`src/rtl/aes_inv_mixcolumns_iter_pkg.sv`:
```
// aes_inv_mixcolumns_iter_pkg: FSM states and GF(2^8) helpers shared by the inverse MixColumns blocks.
package aes_inv_mixcolumns_iter_pkg;

    typedef enum logic [1:0] {
        IDLE = 2'd0,
        COL  = 2'd1,
        DONE = 2'd2
    } state_t;

    localparam logic [7:0] GF_POLY = 8'h1B;

    function automatic logic [7:0] xtime(input logic [7:0] a);
        return {a[6:0], 1'b0} ^ (a[7] ? GF_POLY : 8'h00);
    endfunction

endpackage

```
`src/rtl/aes_inv_mixcolumn_word.sv`:
```
// aes_inv_mixcolumn_word: combinational InvMixColumns on one 32-bit column (row 0 = MSB byte).
module aes_inv_mixcolumn_word
    import aes_inv_mixcolumns_iter_pkg::*;
(
    input  logic [31:0] col_in,
    output logic [31:0] col_out
);

    logic [7:0] m9 [4];
    logic [7:0] mb [4];
    logic [7:0] md [4];
    logic [7:0] me [4];

    // 9, 11, 13 and 14 are built from the x2/x4/x8 xtime chain of each byte
    for (genvar i = 0; i < 4; i++) begin : g_byte
        logic [7:0] a, x2, x4, x8;
        assign a     = col_in[31-8*i -: 8];
        assign x2    = xtime(a);
        assign x4    = xtime(x2);
        assign x8    = xtime(x4);
        assign m9[i] = x8 ^ a;
        assign mb[i] = x8 ^ x2 ^ a;
        assign md[i] = x8 ^ x4 ^ a;
        assign me[i] = x8 ^ x4 ^ x2;
    end

    for (genvar i = 0; i < 4; i++) begin : g_row
        assign col_out[31-8*i -: 8] = me[i] ^ mb[(i+1)%4] ^ md[(i+2)%4] ^ m9[(i+3)%4];
    end

endmodule

```
`src/rtl/aes_inv_mixcolumns_iter.sv`:
```
// aes_inv_mixcolumns_iter: AddRoundKey then InvMixColumns, one column per clock,
// with valid/ready handshakes on both sides.
module aes_inv_mixcolumns_iter
    import aes_inv_mixcolumns_iter_pkg::*;
#(
    parameter int ADD_KEY = 1,
    parameter int COLS    = 4
) (
    input  logic         clk,
    input  logic         rst,
    input  logic         in_valid,
    output logic         in_ready,
    input  logic [127:0] data_in,
    input  logic [127:0] round_key,
    input  logic         skip_mix,
    output logic         out_valid,
    input  logic         out_ready,
    output logic [127:0] data_out,
    output logic         busy
);

    localparam int CW = $clog2(COLS);
    localparam logic [CW-1:0] LAST = CW'(COLS - 1);

    state_t          state, next;
    logic [127:0]    state_reg;
    logic [CW-1:0]   col_cnt;
    logic [6:0]      base;
    logic [31:0]     col_in, col_out;

    assign base   = 7'd127 - {col_cnt, 5'd0};
    assign col_in = state_reg[base -: 32];

    aes_inv_mixcolumn_word u_word (
        .col_in  (col_in),
        .col_out (col_out)
    );

    always_comb begin
        next = state;
        next = (state == IDLE) ? (in_valid ? (skip_mix ? DONE : COL) : IDLE) :
               (state == COL)  ? ((col_cnt == LAST) ? DONE : COL) :
               (state == DONE) ? (out_ready ? IDLE : DONE) : IDLE;
    end

    always_ff @(posedge clk or posedge rst) begin
        if (rst) begin
            state     <= IDLE;
            state_reg <= '0;
            col_cnt   <= '0;
        end else begin
            state <= next;
            if (state == IDLE && in_valid) begin
                state_reg <= data_in ^ ((ADD_KEY != 0) ? round_key : 128'd0);
                col_cnt   <= '0;
            end else if (state == COL) begin
                state_reg[base -: 32] <= col_out;
                col_cnt               <= col_cnt + CW'(1);
            end
        end
    end

    assign in_ready  = (state == IDLE) && !rst;
    assign out_valid = (state == DONE);
    assign busy      = (state == COL) || (state == DONE);
    assign data_out  = state_reg;

endmodule
```
`config.mk`:
```
export PLATFORM = sky130hd
export DESIGN_NAME = aes_inv_mixcolumns_iter
export DESIGN_NICKNAME = d
export VERILOG_FILES = /design/src/rtl/aes_inv_mixcolumns_iter_pkg.sv /design/src/rtl/aes_inv_mixcolumn_word.sv /design/src/rtl/aes_inv_mixcolumns_iter.sv
export SDC_FILE = /design/constraint.sdc
export NUM_CORES = 1
export LEC_CHECK = 0
export ABC_AREA = 1
export CORE_MARGIN = 8
export CORE_UTILIZATION = 50
export DETAILED_ROUTE_END_ITERATION = 8
export PLACE_DENSITY = 0.83
export SLEW_MARGIN = 25
export SYNTH_ARGS = -nofsm -noshare
export SYNTH_HDL_FRONTEND = slang
export SYNTH_HIERARCHICAL = 1
export SYNTH_SLANG_ARGS = --single-unit
```
`constraint.sdc`:
```
create_clock -name clk -period 6 [get_ports clk]
set_clock_uncertainty 0.1 [all_clocks]
set_input_delay 1.2 -clock clk [delete_from_list [all_inputs] [get_ports clk]]
set_output_delay 1.2 -clock clk [all_outputs]
set_load 0.02 [all_outputs]
```
==> run summary <==
The flow ran to the end, and the final reports show no timing, DRC or antenna violations. Setup repair after global routing left no endpoint under its margin. Entering global routing, the biggest net connects 120 pins. After the first detailed-routing iteration, the DRC count stood at 1879. The die span in x was 185 um; the final hold violation count was 0.

The run gives 34200 um2 as the total die area. The period utilization is 0.727. The run gives 3309 as the post-route non-filler standard cell count.

The detail route stage leaves a number of antenna-violating nets equal to 0. The destination of the worst hold path was data_out[93]. The starting utilization of the core area is 0.502. Using the TritonRoute via totals, the vias-per-cell ratio works out to 5.33. The transition time at the pin with the least slew margin was 1.09 ns; the max-slew violation count was 0. The data required time at the worst endpoint was 6.28 ns. The number of nets handed over by synthesis was 2854.

The wire length after detailed routing was 61800 um. The global-route usage over all layers came out at 0.355. The most numerous cell in the Yosys netlist was sky130_fd_sc_hd__nand2_1. Kind of critical path: reg2reg. The worst register-to-register path ends at data_out[101].

The global-route wire length before repair was 93600 um; the number of rows in the core area was 62. The number of levels in the clock H-tree is 4, and the HPWL reported at the end of detailed placement is 48000 um. The cell sitting at the root of the clock tree is a sky130_fd_sc_hd__clkbuf_16.

The type of element launching the critical path was a register. The number of clock sinks seen by CTS is 132. The logs give 6 for the number of synthesis warnings and 0.232 for the portion of the post-synthesis area used by sequential elements. The number of buffers created by CTS was 17. For the final routed database, the setup TNS stands at 0 ns. The maximum single-stage delay on the critical path is 0.64 ns.

The final layout net count is 3179, and the fraction of registers with async set or reset after synthesis is 1.00. At the end of routability-driven placement, the weighted congestion stood at 1.08. The minimum setup slack after placement is 1.73 ns, and the maximum buffer depth of the clock tree is 2. In this run the standard cell core region covers 28400 um2.

In this run, post-CTS repair resized a total of 0 instances. The post-route DRC violation count came out at 0. The startpoint identified for the worst hold timing path is data_out[93]. The number of distinct library cells after synthesis is 31, and the post-CTS setup buffer count is 0. For the worst setup path, the data arrival time is 4.64 ns. Setup violations remaining at the end of the flow were counted as 0. The number of cells traversed by the worst register-to-register path is 22. The worst hold path was traced through 2 stages. Ranked by instance count, the synthesized netlist is headed by 1179 x sky130_fd_sc_hd__nand2_1, 403 x sky130_fd_sc_hd__inv_1, 343 x sky130_fd_sc_hd__nand3_1, 132 x sky130_fd_sc_hd__dfrtp_1, 118 x sky130_fd_sc_hd__nor2_1.

The slowest library cell on the worst path was sky130_fd_sc_hd__o22ai_1. The maximum achievable frequency came out at 0.229 GHz. The growth of design area from synthesis to finish was 32.3%. Summed over all layers, the global routing overflow is 0. The tools report the number of global-route vias before repair as 16800. The worst setup path is captured at a register. The flip-flop count of the largest register, all copies and words added works out to 128. In this run the tool buffered the top-level ports with 391 buffer cells.

The number of maximum-capacitance violations is 0. The latest clock arrival within the worst-skew pair came out at 0.44 ns. Dominant cell type by area after synthesis: sky130_fd_sc_hd__nand2_1. The count of flip-flops with a built-in enable after synthesis works out to 0. The pre-antenna-repair detailed-routing pass consisted of 6 iterations. The highest fanout seen on the critical path came out at 47. The fraction of layout instances using a drive strength above 1 was 0.0380. For this design the top-level I/O count stands at 392.

The placed instances occupy a cell area of 18200 um2. The routed length per instance is 18.7 um. Traced cell by cell, the critical path runs through inv_2 > buf_12 > o21ai_0 > o22ai_1 > inv_2 > nand2_1 > nand2_2 > xor2_1 > inv_1 > nand2_1 > nand2_1 > inv_1 > nand2_1 > nand2_1 > nand2_1 > nand2_1 > inv_1 > nor2_1 > nand3_1 > nand2_1 > nand2_1 > nand2_1. The die boundary height is 185 um, and the minimum period implied by the final worst setup slack is 4.36 ns. The tools report the remaining max-slew budget at the tightest pin as 0.271. Synthesis produced 2586 cells.

TritonCTS built the clock tree. Number of antenna violations at the first check in global routing: 1. The startpoint identified for the worst register-to-register timing path is col_cnt[0]. Post-synthesis sequential element count: 132. The min-delay analysis places its worst path in the category reg2reg.

Summing all non-filler instances in the final layout gives an area of 18900 um2. For this run, the leading register cell type out of synthesis is sky130_fd_sc_hd__dfrtp_1. The clock-pin slew reported for the worst setup and hold paths after clock tree synthesis works out to 0.07 ns.

The final setup slack of the worst path was 1.64 ns; the portion of synthesized cell area occupied by the leading cell type was 0.310. The netlist area before placement is 14300 um2, and the post-synthesis average cell area is 5.52 um2. The setup check on the worst reg-to-reg path leaves a slack of 1.64 ns. Count of hold buffers inserted by post-cts repair: 0. After detailed placement, the design holds a cell count of 3274. The most repeated library cell on the critical path is sky130_fd_sc_hd__nand2_1. The routed layout has 17600 vias. The filler cells instantiated in the layout total 2676. Yosys attributes the largest share of cell area to sky130_fd_sc_hd__nand2_1 31%, sky130_fd_sc_hd__dfrtp_1 23%, sky130_fd_sc_hd__nand3_1 12%.
-- worst max path at each step --
stage / startpoint / to / slack, ns
3_3_place_gp: col_cnt[0] / data_out[101] / 1.70
5_1_grt: col_cnt[0] / data_out[44] / 1.25
4_1_cts: col_cnt[0] / data_out[76] / 1.71
2_1_floorplan: rst / col_cnt[0] / 1.17
3_5_place_dp: col_cnt[0] / data_out[44] / 1.73
6_report: col_cnt[0] / data_out[101] / 1.64
-- metrics by stage --
stage	util	hold WS, ns
5_1_grt	0.665	0.421
2_1_floorplan	-	0.500
6_report	0.665	0.412
4_1_cts	0.663	0.406
3_3_place_gp	0.642	0.386
3_5_place_dp	0.642	0.386
-- layout make-up --
cell class	instances	area [um2]	share of cell area
clock inverters	14	160	0.00849
repair buffers	417	4140	0.219
inverters	416	1570	0.0833
well taps	384	480	0.0255
clock buffers	18	439	0.0233
flip-flops and latches	132	3310	0.175
diodes	1	2.50	0.000133
multi-input cells	1927	8770	0.465
-- worst max-delay path, delay by kind of cell (launching register included) --
family / cells / cell delay (ns)
AOI/OAI and AO/OA: 2 / 0.76
xor gates and xnor gates: 1 / 0.39
buffers and inverters: 6 / 1.19
DFF: 1 / 0.59
and+or+nand+nor: 13 / 1.26
-- cells in the final DEF (no fill, tap or decap), drive strengths merged, types with 7 or more instances in the layout --
cell           count
buf               25
clkbuf            19
clkdlybuf4s50    391
dfrtp            132
ha                 7
inv              425
nand2           1202
nand3            343
nand3b            10
nor2             120
o21ai             71
o22ai             32
xnor2             43
xor2              90
-- logic make-up after synthesis --
group | Yosys count | share of synthesized area
buffers and inverters | 527 | 0.155
xor gates and xnor gates | 133 | 0.0853
adders and majority gates | 7 | 0.00614
and+or+nand+nor | 1682 | 0.482
DFF | 132 | 0.232
AOI/OAI and AO/OA | 105 | 0.0398
-- layer usage --
layer / global-route usage / wire, um / part of all wire
met1: 0.450 / 24700 / 0.40
met2: 0.564 / 27900 / 0.45
met3: 0.0940 / 6560 / 0.11
met4: 0.147 / 2590 / 0.042
met5: 0 / 0 / 0
Power is not shown: default switching activity piles up to over one toggle a cycle in this logic, so the estimate is an artifact.
